## config.mk

```make
export PLATFORM = sky130hd
export DESIGN_NAME = datapath_section3_ctrl_flat
export DESIGN_NICKNAME = d
export VERILOG_FILES = /design/src/rtl/datapath_section3_ctrl_pkg.sv /design/src/rtl/datapath_section3_ctrl_if.sv /design/src/rtl/datapath_section3_ctrl.sv /design/src/flat_wrapper.sv
export SDC_FILE = /design/constraint.sdc
export NUM_CORES = 1
export LEC_CHECK = 0
export ABC_AREA = 1
export BUFFER_PORTS_ARGS = -buffer_cell sky130_fd_sc_hd__buf_4
export CORE_ASPECT_RATIO = 0.7
export CORE_MARGIN = 3
export CORE_UTILIZATION = 30
export DETAILED_ROUTE_END_ITERATION = 10
export PLACE_DENSITY = 0.56
export SYNTH_ARGS = -nofsm -noshare
export SYNTH_HDL_FRONTEND = slang
export SYNTH_SLANG_ARGS = --single-unit
```

## constraint.sdc

```tcl
create_clock -name CLK -period 2.4 [get_ports CLK]
set_input_delay 0.24 -clock CLK [delete_from_list [all_inputs] [get_ports CLK]]
set_output_delay 0.24 -clock CLK [all_outputs]
set_load 0.005 [all_outputs]
```

## src/rtl/datapath_section3_ctrl_pkg.sv

```systemverilog
// Shared types for the datapath_section3 search-loop controller.
// Holds the state enum, mux select names and the control-word decoder.
package ds3_pkg;

  localparam int unsigned WIDTH_DEF    = 16;
  localparam int unsigned MAX_ITER_DEF = 1024;

  localparam logic SEL_TWO  = 1'b1;
  localparam logic SEL_HOLD = 1'b0;
  localparam logic SEL_SUB  = 1'b0;
  localparam logic SEL_B    = 1'b1;

  typedef enum logic [2:0] {
    IDLE = 3'd0,
    INIT = 3'd1,
    EVAL = 3'd2,
    INCR = 3'd3,
    STEP = 3'd4,
    SAVE = 3'd5,
    DONE = 3'd6
  } state_t;

  typedef struct packed {
    logic ctrl3;
    logic ctrl4;
    logic ctrl5;
    logic ctrl8;
    logic ctrl9;
  } ctrl_t;

  // Datapath control word for a state; first picks two vs hold_m when saving.
  function automatic ctrl_t decode_ctrl(input state_t s, input logic first);
    ctrl_t c;
    c = '0;
    case (s)
      INIT: begin
        c.ctrl3 = SEL_TWO;
        c.ctrl9 = 1'b1;
        c.ctrl4 = SEL_SUB;
        c.ctrl8 = 1'b1;
      end
      INCR: c.ctrl5 = 1'b1;
      STEP: begin
        c.ctrl3 = SEL_HOLD;
        c.ctrl9 = 1'b1;
      end
      SAVE: begin
        c.ctrl3 = first ? SEL_TWO : SEL_HOLD;
        c.ctrl4 = SEL_B;
        c.ctrl8 = 1'b1;
      end
      default: c = '0;
    endcase
    return c;
  endfunction

endpackage

```

## src/rtl/datapath_section3_ctrl_if.sv

```systemverilog
// Controller-side bus: run request, evaluator handshake and datapath controls.
interface datapath_section3_ctrl_if #(
  parameter int unsigned WIDTH = 16
);
  logic             start;
  logic [WIDTH-1:0] limit;
  logic [WIDTH-1:0] mout;
  logic             eval_valid;
  logic             eval_hit;
  logic             CTRL3;
  logic             CTRL4;
  logic             CTRL5;
  logic             CTRL8;
  logic             CTRL9;
  logic             busy;
  logic             done;
  logic             found;
  logic             timeout;

  modport master (
    output start, limit, mout, eval_valid, eval_hit,
    input  CTRL3, CTRL4, CTRL5, CTRL8, CTRL9, busy, done, found, timeout
  );

  modport slave (
    input  start, limit, mout, eval_valid, eval_hit,
    output CTRL3, CTRL4, CTRL5, CTRL8, CTRL9, busy, done, found, timeout
  );
endinterface

```

## src/rtl/datapath_section3_ctrl.sv

```systemverilog
// Moore FSM stepping datapath_section3's m register until hit, limit or iteration cap.
// All outputs are registered from the next-state decode, so they track the state register.
module datapath_section3_ctrl
  import ds3_pkg::*;
#(
  parameter int unsigned WIDTH    = WIDTH_DEF,
  parameter int unsigned MAX_ITER = MAX_ITER_DEF
) (
  input logic                     CLK,
  input logic                     RST_N,
  datapath_section3_ctrl_if.slave bus
);

  localparam int unsigned CNT_W = $clog2(MAX_ITER + 1);

  state_t           state;
  state_t           state_next;
  logic [CNT_W-1:0] iter_cnt;
  logic [CNT_W-1:0] iter_next;
  logic             first;
  logic             first_next;
  logic             found_next;
  logic             timeout_next;
  ctrl_t            ctrl_next;
  logic [WIDTH-1:0] m_val;
  logic [WIDTH-1:0] lim_val;

  assign m_val   = bus.mout;
  assign lim_val = bus.limit;

  // Next-state, flag and control-word decode.
  always_comb begin
    state_next   = state;
    iter_next    = iter_cnt;
    first_next   = first;
    found_next   = bus.found;
    timeout_next = bus.timeout;
    case (state)
      IDLE: begin
        if (bus.start) begin
          state_next   = INIT;
          found_next   = 1'b0;
          timeout_next = 1'b0;
          iter_next    = '0;
        end
      end
      INIT: begin
        first_next = 1'b1;
        state_next = EVAL;
      end
      EVAL: begin
        if (bus.eval_valid) begin
          iter_next = iter_cnt + CNT_W'(1);
          if (bus.eval_hit) begin
            state_next = SAVE;
          end else if (m_val >= lim_val) begin
            state_next = DONE;
          end else if (32'(iter_cnt) + 32'd1 == 32'(MAX_ITER)) begin
            state_next   = DONE;
            timeout_next = 1'b1;
          end else begin
            state_next = INCR;
          end
        end
      end
      INCR: state_next = STEP;
      STEP: begin
        first_next = 1'b0;
        state_next = EVAL;
      end
      SAVE: begin
        found_next = 1'b1;
        state_next = DONE;
      end
      DONE:    state_next = IDLE;
      default: state_next = IDLE;
    endcase
    ctrl_next = decode_ctrl(state_next, first_next);
  end

  // State, counter and registered outputs.
  always_ff @(posedge CLK or negedge RST_N) begin
    if (!RST_N) begin
      state       <= IDLE;
      iter_cnt    <= '0;
      first       <= 1'b0;
      bus.CTRL3   <= 1'b0;
      bus.CTRL4   <= 1'b0;
      bus.CTRL5   <= 1'b0;
      bus.CTRL8   <= 1'b0;
      bus.CTRL9   <= 1'b0;
      bus.busy    <= 1'b0;
      bus.done    <= 1'b0;
      bus.found   <= 1'b0;
      bus.timeout <= 1'b0;
    end else begin
      state       <= state_next;
      iter_cnt    <= iter_next;
      first       <= first_next;
      bus.CTRL3   <= ctrl_next.ctrl3;
      bus.CTRL4   <= ctrl_next.ctrl4;
      bus.CTRL5   <= ctrl_next.ctrl5;
      bus.CTRL8   <= ctrl_next.ctrl8;
      bus.CTRL9   <= ctrl_next.ctrl9;
      bus.busy    <= (state_next != IDLE);
      bus.done    <= (state_next == DONE);
      bus.found   <= found_next;
      bus.timeout <= timeout_next;
    end
  end

endmodule
```

## src/flat_wrapper.sv

```systemverilog
// flat-port wrapper written by rule: the top's interface ports become plain ports
module datapath_section3_ctrl_flat import ds3_pkg::*;
#(
  parameter int unsigned WIDTH    = WIDTH_DEF,
  parameter int unsigned MAX_ITER = MAX_ITER_DEF
)
  (CLK, RST_N, bus_start, bus_limit, bus_mout, bus_eval_valid, bus_eval_hit, bus_CTRL3, bus_CTRL4, bus_CTRL5, bus_CTRL8, bus_CTRL9, bus_busy, bus_done, bus_found, bus_timeout);
  datapath_section3_ctrl_if #(.WIDTH(WIDTH)) bus_i ();
  input logic CLK;
  input logic RST_N;
  input wire logic [$bits(bus_i.start)-1:0] bus_start;
  input wire logic [$bits(bus_i.limit)-1:0] bus_limit;
  input wire logic [$bits(bus_i.mout)-1:0] bus_mout;
  input wire logic [$bits(bus_i.eval_valid)-1:0] bus_eval_valid;
  input wire logic [$bits(bus_i.eval_hit)-1:0] bus_eval_hit;
  output wire logic [$bits(bus_i.CTRL3)-1:0] bus_CTRL3;
  output wire logic [$bits(bus_i.CTRL4)-1:0] bus_CTRL4;
  output wire logic [$bits(bus_i.CTRL5)-1:0] bus_CTRL5;
  output wire logic [$bits(bus_i.CTRL8)-1:0] bus_CTRL8;
  output wire logic [$bits(bus_i.CTRL9)-1:0] bus_CTRL9;
  output wire logic [$bits(bus_i.busy)-1:0] bus_busy;
  output wire logic [$bits(bus_i.done)-1:0] bus_done;
  output wire logic [$bits(bus_i.found)-1:0] bus_found;
  output wire logic [$bits(bus_i.timeout)-1:0] bus_timeout;
  assign bus_i.start = bus_start;
  assign bus_i.limit = bus_limit;
  assign bus_i.mout = bus_mout;
  assign bus_i.eval_valid = bus_eval_valid;
  assign bus_i.eval_hit = bus_eval_hit;
  assign bus_CTRL3 = bus_i.CTRL3;
  assign bus_CTRL4 = bus_i.CTRL4;
  assign bus_CTRL5 = bus_i.CTRL5;
  assign bus_CTRL8 = bus_i.CTRL8;
  assign bus_CTRL9 = bus_i.CTRL9;
  assign bus_busy = bus_i.busy;
  assign bus_done = bus_i.done;
  assign bus_found = bus_i.found;
  assign bus_timeout = bus_i.timeout;
  datapath_section3_ctrl #(.WIDTH(WIDTH), .MAX_ITER(MAX_ITER)) u_core (.CLK(CLK), .RST_N(RST_N), .bus(bus_i));
endmodule
```

# Yosys cells after proc, flatten, opt, wreduce, memory -nomap -nowiden
# Cells that the tools add are included.
dict set report totals {
  reg_bits 24
  inputBits 37
  output_inout_bits 9
  wordCells 64
}
dict set report classes {
  add_sub_neg 2
  magnitude_cmp 1
  eq_ne 16
  n_mux 23
  n_reduce_logical 10
}
# cell count
set op_table {}
lappend op_table {{32-bit by 11-bit == test with 1-bit output, second input constant} 1}
lappend op_table {{11-bit two-way mux} 2}
lappend op_table {{11-bit case mux with 2 select lines} 1}
lappend op_table {{16-bit greater-or-equal comparator} 1}
lappend op_table {{3-bit == test, second input constant} 5}
lappend op_table {{3-bit two-way mux} 5}
lappend op_table {{3-bit case mux with 5 select lines} 1}
lappend op_table {{11-bit by 1-bit adder with 12-bit output, second input constant} 1}
lappend op_table {{11-bit by 1-bit adder with 11-bit output, second input constant} 1}
lappend op_table {{1-bit two-way mux} 10}
lappend op_table {{3-bit by 2-bit == test with 1-bit output, second input constant} 3}
lappend op_table {{2-bit != test, second input constant} 4}
lappend op_table {{1-bit case mux with 2 select lines} 4}
lappend op_table {{3-bit by 1-bit == test with 1-bit output, second input constant} 2}
lappend op_table {{6-bit AND reduction} 1}
lappend op_table {{2-bit OR reduction} 3}
lappend op_table {{2-bit nonzero test} 2}
lappend op_table {{3-bit logical NOT} 1}
lappend op_table {{3-bit AND reduction} 1}
lappend op_table {{3-bit nonzero test} 1}
lappend op_table {{2-bit by 1-bit != test with 1-bit output, second input constant} 1}
lappend op_table {{2-bit AND reduction} 1}

# Depth between registers and ports, before layout
# Gate-level depths: netlist of the first run.
dict set report depth {
  word_depth 10
  ltp_mapped 15
  mapped_depth_nobuf 15
}

# Least setup slack after synthesis of the first run
# Ideal clock, no wire load.
dict set report synth_timing {
  path_kind {register to register}
  from {register u_core.iter_cnt[1]}
  to {register u_core.bus.busy}
  setup_time_ps 124
  t_arrival_ps 1519
  required_time_ps 2276
  slack_ps 757
  stages_incl_launch_ff 13
  path_buffers 0
  period_less_slack_ps 1643
  path_cell_list {dfrtp_1 ha_1 nand3_2 nor2_2 nand2_1 nand2_2 nand2_2 nor3_2 nand2_1 nand2_1 nand2_2 a21oi_1 nand2_1}
}
dict set report synth_via {
  elab_chain_cells 8
}
# element line
set synth_lines {}
lappend synth_lines {{from (decl)} datapath_section3_ctrl.sv:18} ;# logic [CNT_W-1:0] iter_cnt;
lappend synth_lines {{from (signal assigned)} datapath_section3_ctrl.sv:98} ;# iter_cnt <= iter_next;
lappend synth_lines {{11-bit by 1-bit adder with 12-bit output} datapath_section3_ctrl.sv:58} ;# end else if (32'(iter_cnt) + 32'd1 == 32'(MAX_ITER)) begin
lappend synth_lines {{32-bit by 11-bit == test with 1-bit output} datapath_section3_ctrl.sv:58}
lappend synth_lines {{3-bit two-way mux} datapath_section3_ctrl.sv:58}
lappend synth_lines {{3-bit two-way mux} datapath_section3_ctrl.sv:56} ;# end else if (m_val >= lim_val) begin
lappend synth_lines {{3-bit two-way mux} datapath_section3_ctrl.sv:54} ;# if (bus.eval_hit) begin
lappend synth_lines {{3-bit two-way mux} datapath_section3_ctrl.sv:52} ;# if (bus.eval_valid) begin
lappend synth_lines {{3-bit case mux with 5 select lines} datapath_section3_ctrl.sv:38} ;# case (state)
lappend synth_lines {{3-bit nonzero test} datapath_section3_ctrl.sv:105} ;# bus.busy <= (state_next != IDLE);
lappend synth_lines {{to (signal assigned)} datapath_section3_ctrl.sv:105}
lappend synth_lines {{to (decl)} datapath_section3_ctrl_if.sv:27} ;# output CTRL3, CTRL4, CTRL5, CTRL8, CTRL9, busy, done, found, timeout
# No other way between the ends.
# A chain may end at the register's enable or synchronous reset.

# Worst setup path after layout of the first run
dict set report layout_timing {
  from {register u_core.iter_cnt[1]}
  to {register u_core.bus.done}
}
dict set report layout_via {
  elab_chain_cells 8
}
# element line
set layout_lines {}
lappend layout_lines {{11-bit by 1-bit adder with 12-bit output} datapath_section3_ctrl.sv:58}
lappend layout_lines {{32-bit by 11-bit == test with 1-bit output} datapath_section3_ctrl.sv:58}
lappend layout_lines {{3-bit two-way mux} datapath_section3_ctrl.sv:58}
lappend layout_lines {{3-bit two-way mux} datapath_section3_ctrl.sv:56}
lappend layout_lines {{3-bit two-way mux} datapath_section3_ctrl.sv:54}
lappend layout_lines {{3-bit two-way mux} datapath_section3_ctrl.sv:52}
lappend layout_lines {{3-bit case mux with 5 select lines} datapath_section3_ctrl.sv:38}
lappend layout_lines {{3-bit == test} datapath_section3_ctrl.sv:106} ;# bus.done <= (state_next == DONE);
lappend layout_lines {{to (signal assigned)} datapath_section3_ctrl.sv:106}
lappend layout_lines {{to (decl)} datapath_section3_ctrl_if.sv:27}
# No other way between the ends.

==> results of run 1 <==
## kinds of logic (layout without fill, tap and decap cells)
kind of cell / Yosys count / after routing
flip-flops: 24 / 24
AO/OA/AOI/OAI: 27 / 27
buffers and inverters: 49 / 97
AND/OR/NAND/NOR: 117 / 117
adder cells (fa/ha/maj): 17 / 17
## worst max path at each step
| stage | from | to |
|---|---|---|
| floorplan | u_core.iter_cnt[1] | u_core.bus.busy |
| global placement | bus_mout[13] | u_core.state[2] |
| detailed placement | bus_mout[13] | u_core.bus.busy |
| CTS | u_core.iter_cnt[1] | u_core.bus.done |
| global route | u_core.iter_cnt[1] | u_core.bus.busy |
| finish | u_core.iter_cnt[1] | u_core.bus.done |
## area by class of cell
type	instances	area share
Tap cell	72	0.0411
Multi-Input combinational cell	161	0.421
Inverter	46	0.0788
Sequential cell	24	0.274
Timing Repair Buffer	48	0.166
Clock buffer	3	0.0188
## per-stage QoR
stage                     worst slack (ns)  power [uW]  utilization
after floorplan                      0.757         970            -
after global placement               0.523        1230        0.399
after detailed placement             0.478        1240        0.399
after CTS                            0.494        1480        0.408
after global routing                 0.272        1590        0.408
final                                0.507        1460        0.408
## power groups by stage
stage	clock, uW	combinational (uW)	sequential, uW
detailed placement	0	643	595
CTS	246	642	591
global route	267	720	603
floorplan	0	394	577
global placement	0	633	598
finish	236	633	592
## per-layer routing
metal,up-vias,wire length [um],track usage
met3,2,265,0.0304
li1,850,-,-
met1,705,2220,0.209
met5,-,0,0
met2,40,1550,0.161
met4,0,18,0.0280
## cells in the mapped netlist (all sizes together)
cell	number	area [sq um]
nor4	1	6.26
ha	17	213
o21ai	7	35.0
buf	2	12.5
nor3	7	40.0
dfrtp	24	601
nor2	19	96.3
nand3	25	140
a21o	1	7.51
nand4	5	31.3
o22ai	8	50.1
o21a	1	7.51
o21bai	1	7.51
inv	46	173
clkbuf	1	3.75
a21oi	9	48.8
nand2	60	240
## repair_timing
item | 4_1_cts | 5_1_grt
setup endpoints to repair | 0 | 0
hold buffers | 1 | 0
hold endpoints to repair | 24 | 0
## worst register-to-register path: stages, from the launching register on
cell     delay [ns]
dfrtp_1        0.43
ha_1           0.28
nand3_2        0.14
nor2_2         0.15
nand2_1        0.08
nand2_2        0.09
nand2_2        0.06
nor3_2         0.11
nand2_1        0.09
nand2_1        0.08
nand2_2        0.08
nand2_2        0.10
nand2_2        0.05
nor2_2         0.10
==> impl_metrics.csv, run 1 <==
group,metric,value,unit
clock_tree,cts_made_buffers,3,
setup_path,cp.depth,13,
min_path,min_to,"u_core.bus.timeout",
placement,routabilityCongestion,0.865,
finish,multi_input_area,923,sq um
placement,place_inst,350,
detailed_routing,final_antenna_net_count,0,
setup_path,cpMostUsedCell,"nand2_2",
detailed_routing,first_pass_iters,4,
finish,top_regs,"u_core.iter_cnt (11), u_core.state (3)",
finish,ff_latch_area,601,sq um
clock_tree,cts_max_path_buffers,2,
placement,numPortBuffers,45,
finish,final_common_cell,"nand2_1",
sta,timing.final.crit_share,0.789,
synth,seq_area_frac_synth,0.351,
grt,overflow,0,
sta,worstMarginPinSlew,0.474,ns
detailed_routing,vias,1597,
finish,antenna_cells,0,
sta,setup_viol,0,
synth,avgSynthCellArea,7.32,sq um
sta,hold_ws,0.285,ns
min_path,min_path_cells,4,
synth,syn_nets,288,
setup_path,path_buf_inv,0,
sta,fin_tns_setup,0,ns
clock_tree,clk_pin_slew_worst_paths,0.08,ns
clock_tree,clock-sinks,24,
setup_path,cp-end-kind,"register",
min_path,hold_start,"bus_eval_hit",
clock_tree,cts_tree,"yes",
power,p_leak,0.00121,uW
finish,layoutNonFillerInstCount,354,
sta,final-hold-violation-count,0,
setup_path,reg2reg_to,"u_core.bus.done",
detailed_routing,drtIter0Drc,81,
flow_run,maxCapViolations,0,
power,power.density_cell_area,667,mW/mm^2
sta,slew_viol_final,0,
synth,yosys_warnings,0,
synth,synthAdderAreaFrac,0.124,
grt,antenna_found_initial,0,
setup_path,crit_type,"reg2reg",
finish,n_fill_cell,543,
synth,synth_cell_type_count,26,
min_path,hold_class,"in2reg",
synth,synthMuxAreaShare,0,
power,intPower,884,uW
setup_path,crit_path_max_incr_delay,0.43,ns
grt,grt_usage,0.127,
synth,synth_compound_area_frac,0.0913,
setup_path,startpoint_type,"register",
setup_path,arrival,2.09,ns
sta,fin_skew,0.00649,ns
detailed_routing,wirelength,4060,um
finish,nets,338,
run_status,status,"finished, final reports clean",
power,switching_power,576,uW
power,comb_power_share,0.433,
clock_tree,clkLatencyLatePin,0.26,ns
finish,fin_area,0.00219,sq mm
setup_path,r2r-start,"u_core.iter_cnt[1]",
finish,drive_gt1_frac,0.241,
synth,synth-xor-area-share,0,
synth,netlist_area,0.00171,sq mm
clock_tree,postCtsSetupBuffers,0,
floorplan,core,0.00537,sq mm
floorplan,initial_utilization,0.319,
power,pwr-share-seq,0.405,
setup_path,r2r_slack,0.51,ns
floorplan,fp.dieArea,0.00667,sq mm
setup_path,cp.required,2.60,ns
sta,rsz0062_at_grt,"no",
floorplan,die_w,96.3,um
power,ir_worst_vdd,0.329,mV
synth,synth_simple_gate_area_frac,0.324,
floorplan,die_y,69.2,um
floorplan,boundaryPins,46,
clock_tree,cts.repair.resized,0,
synth,synthCells,234,
grt,grt_pass1_vias,1444,
finish,layout_common_cells,"nand2_1 (54), buf_4 (47), inv_1 (45)",
floorplan,rows,22,
detailed_routing,wl_per_cell,11.5,um
power,swShare,0.395,
sta,period_needed,1.89,ns
finish,syn2layout_area_growth,27.9,%
placement,place_area,0.00214,sq mm
setup_path,path_cells,"ha_1, nand3_2, nor2_2, nand2_1, nand2_2, nand2_2, nor3_2, nand2_1, nand2_1, nand2_2, nand2_2, nand2_2, nor2_2",
finish,largest_reg_flops,11,
grt,grt_pass1_wl,6660,um
sta,fmax,528,MHz
setup_path,path_delay_family,"simple AND/OR/NAND/NOR gates",
clock_tree,h-tree-depth,1,
synth,ys_ff_latch,24,
detailed_routing,drcViolationCount,0,
setup_path,reg2reg_depth,13,
placement,dpl.hpwl,3320,um
power,clkPwrFrac,0.162,
grt,grt_max_degree,25,
setup_path,cp_slowest_cell,"dfrtp_1",
synth,synth_top_family_by_area,"simple AND/OR/NAND/NOR gates",
finish,largest_register,"u_core.iter_cnt",
detailed_routing,viasPerCell,4.51,
setup_path,crit_fanout,5,
sta,slew_headroom,0.681,
clock_tree,cts_root_buffer,"clkbuf_8",
No activity file was read; power rests on OpenSTA's default activity.
==> run 2: changes to the inputs <==
- PLACE_DENSITY: 0.56 -> 0.58
- clock period: 2.4 -> 1.6 ns (I/O delays scaled with it)
==> run 2 against run 1 <==
  * The run now ends with setup timing left
  * Clock-buffer cell count is 1 higher
  * Global-route usage is 2.1 points higher
  * Sequential power is 49% higher
  * Largest cell class unchanged
==> impl_metrics.csv, run 2 (synthesized netlist as in run 1, its figures left out) <==
group,metric,value,unit
run_status,status,"complete, but fails checks",
run_status,violations,"setup timing",
detailed_routing,final_antenna_net_count,0,
sta,setup_viol,9,
detailed_routing,vias,1715,
grt,grt-busiest-layer,"met1",
detailed_routing,wl_per_cell,12.0,um
placement,place_inst,369,
clock_tree,cts_max_path_buffers,2,
clock_tree,cts_root_buffer,"clkbuf_8",
placement,numPortBuffers,45,
grt,antenna_found_initial,0,
setup_path,cpMostUsedCell,"nand2_1",
sta,fin_skew,0.00252,ns
finish,final_common_cell,"buf_4",
power,intPower,1530,uW
sta,timing.final.crit_share,1.07,
floorplan,fp.dieArea,0.00667,sq mm
sta,period_needed,1.71,ns
grt,grt_use_met1,0.243,
clock_tree,cts_made_buffers,3,
power,switching_power,979,uW
min_path,hold_class,"in2reg",
setup_path,crit_type,"reg2reg",
placement,dpl.hpwl,3540,um
floorplan,core,0.00537,sq mm
floorplan,rows,22,
grt,grt_max_degree,25,
setup_path,path_cells,"ha_4, buf_4, nand4_1, nand2_2, nand3_2, nor3_2, nand2_1, nand2_1, nand2_2, nand4_1, nand2_1",
flow_run,maxCapViolations,0,
sta,slew_headroom,0.725,
clock_tree,cts_tree,"yes",
sta,worstMarginPinSlew,0.409,ns
grt,overflow,0,
setup_path,cp-end-kind,"register",
finish,syn2layout_area_growth,44.7,%
power,ir_worst_vdd,0.726,mV
grt,use_met3,0.0347,
setup_path,crit_path_max_incr_delay,0.41,ns
placement,routabilityCongestion,0.861,
finish,layout_common_cells,"buf_4 (65), nand2_1 (48), inv_1 (44)",
power,pwr-share-seq,0.351,
clock_tree,clk_pin_slew_worst_paths,0.08,ns
sta,rsz0062_at_grt,"yes",
power,comb_power_share,0.482,
setup_path,cp.required,1.75,ns
setup_path,crit_fanout,4,
finish,largest_reg_flops,11,
finish,antenna_cells,0,
floorplan,die_y,69.2,um
floorplan,initial_utilization,0.319,
placement,pre_cts_ws,-0.244,ns
grt,grt_usage,0.148,
clock_tree,h-tree-depth,1,
power,p_leak,0.00134,uW
grt,grt_pass1_wl,7810,um
detailed_routing,wirelength,4500,um
finish,top_regs,"u_core.iter_cnt (11), u_core.state (3)",
sta,hold_ws,0.209,ns
finish,drive_gt1_frac,0.363,
grt,grt_pass1_vias,1663,
sta,fmax,586,MHz
sta,slew_viol_final,0,
detailed_routing,viasPerCell,4.57,
setup_path,cp_slowest_cell,"dfrtp_1",
clock_tree,clkLatencyLatePin,0.26,ns
sta,final-hold-violation-count,0,
sta,worst_slack,-0.107,ns
floorplan,boundaryPins,46,
finish,largest_register,"u_core.iter_cnt",
detailed_routing,first_pass_iters,4,
setup_path,startpoint_type,"register",
clock_tree,clock-sinks,24,
grt,use_met2,0.196,
power,clkPwrFrac,0.166,
finish,layoutNonFillerInstCount,375,
floorplan,die_w,96.3,um
power,power.density_cell_area,1010,mW/mm^2
power,swShare,0.390,
setup_path,arrival,1.86,ns
finish,nets,358,
detailed_routing,drtIter0Drc,112,
detailed_routing,drcViolationCount,0,
[run 2: cell types whose count changed in the layout (fill, tap and decap cells not counted), moves of 2 or more]
| cell | previous run | this run |
|---|---|---|
| buf_4 | 47 | 65 |
| nand2_1 | 54 | 48 |
| nand2_2 | 6 | 12 |
| nand3_1 | 22 | 17 |
| dfrtp_1 | 24 | 21 |
| dfrtp_2 | 0 | 3 |
| nand3_2 | 3 | 6 |
| buf_6 | 0 | 2 |
| nand3_4 | 0 | 2 |
| nor2_1 | 13 | 11 |
| nor2_4 | 2 | 4 |
[run 2: final cells by class]
| class | instances | area, sq um |
|---|---|---|
| Inverter | 46 | 173 |
| Fill cell | 545 | 2890 |
| Timing Repair Buffer | 68 | 520 |
| Tap cell | 72 | 90.1 |
| Clock buffer | 4 | 55.1 |
| Multi-Input combinational cell | 161 | 1040 |
| Sequential cell | 24 | 604 |
[run 2: power by group through the flow]
stage / Clock [uW] / Sequential [uW] / Combinational, uW
after CTS: 428 / 879 / 1170
after floorplan: 0 / 872 / 596
after detailed placement: 0 / 880 / 1130
after global routing: 464 / 907 / 1360
after global placement: 0 / 887 / 1110
final: 417 / 881 / 1210
[run 2: worst paths after layout]
path / startpoint / end / slack, ns / depth (start not counted)
max reg2reg: u_core.iter_cnt[1] / u_core.bus.CTRL3 / -0.11 / 11
max in group asynchronous: RST_N / u_core.iter_cnt[2] / 1.00 / 2
max: u_core.iter_cnt[1] / u_core.bus.CTRL3 / -0.11 / 11
min in group asynchronous: RST_N / u_core.iter_cnt[8] / 0.34 / 2
min: bus_eval_hit / u_core.bus.timeout / 0.21 / 4
min reg2reg: u_core.bus.found / u_core.bus.found / 0.51 / 2
[run 2: timing repair]
item / in CTS / in global routing
buffers inserted: 0 / 1
pin swaps: 1 / 13
cloned: 0 / 0
resized for setup: 18 / 11
hold buffers: 1 / 0
endpoints found under the setup margin: 9 / 15
hold endpoints to repair: 24 / 0
[run 2: layer usage]
layer	wire length, um	part of all wire	up-vias
li1	-	-	891
met1	2370	0.53	783
met2	1820	0.40	39
met3	283	0.063	2
met4	22	0.0049	0
met5	0	0	-
[run 2: worst max-delay path, delay by kind of cell, from the launching register on]
kind / cells / cell delay, ns
buffers and inverters: 1 / 0.11
DFF: 1 / 0.41
adders and majority gates: 1 / 0.17
and+or+nand+nor: 9 / 0.90
[run 2: metrics by stage]
step | TNS (ns) | power, uW | cell area, sq um | util
3_3_place_gp | -1.18 | 2000 | 2290 | 0.428
2_1_floorplan | 0 | 1470 | 1730 | -
4_1_cts | -0.340 | 2480 | 2430 | 0.454
5_1_grt | -1.96 | 2730 | 2480 | 0.462
3_5_place_dp | -1.30 | 2010 | 2290 | 0.428
6_report | -0.550 | 2510 | 2480 | 0.462
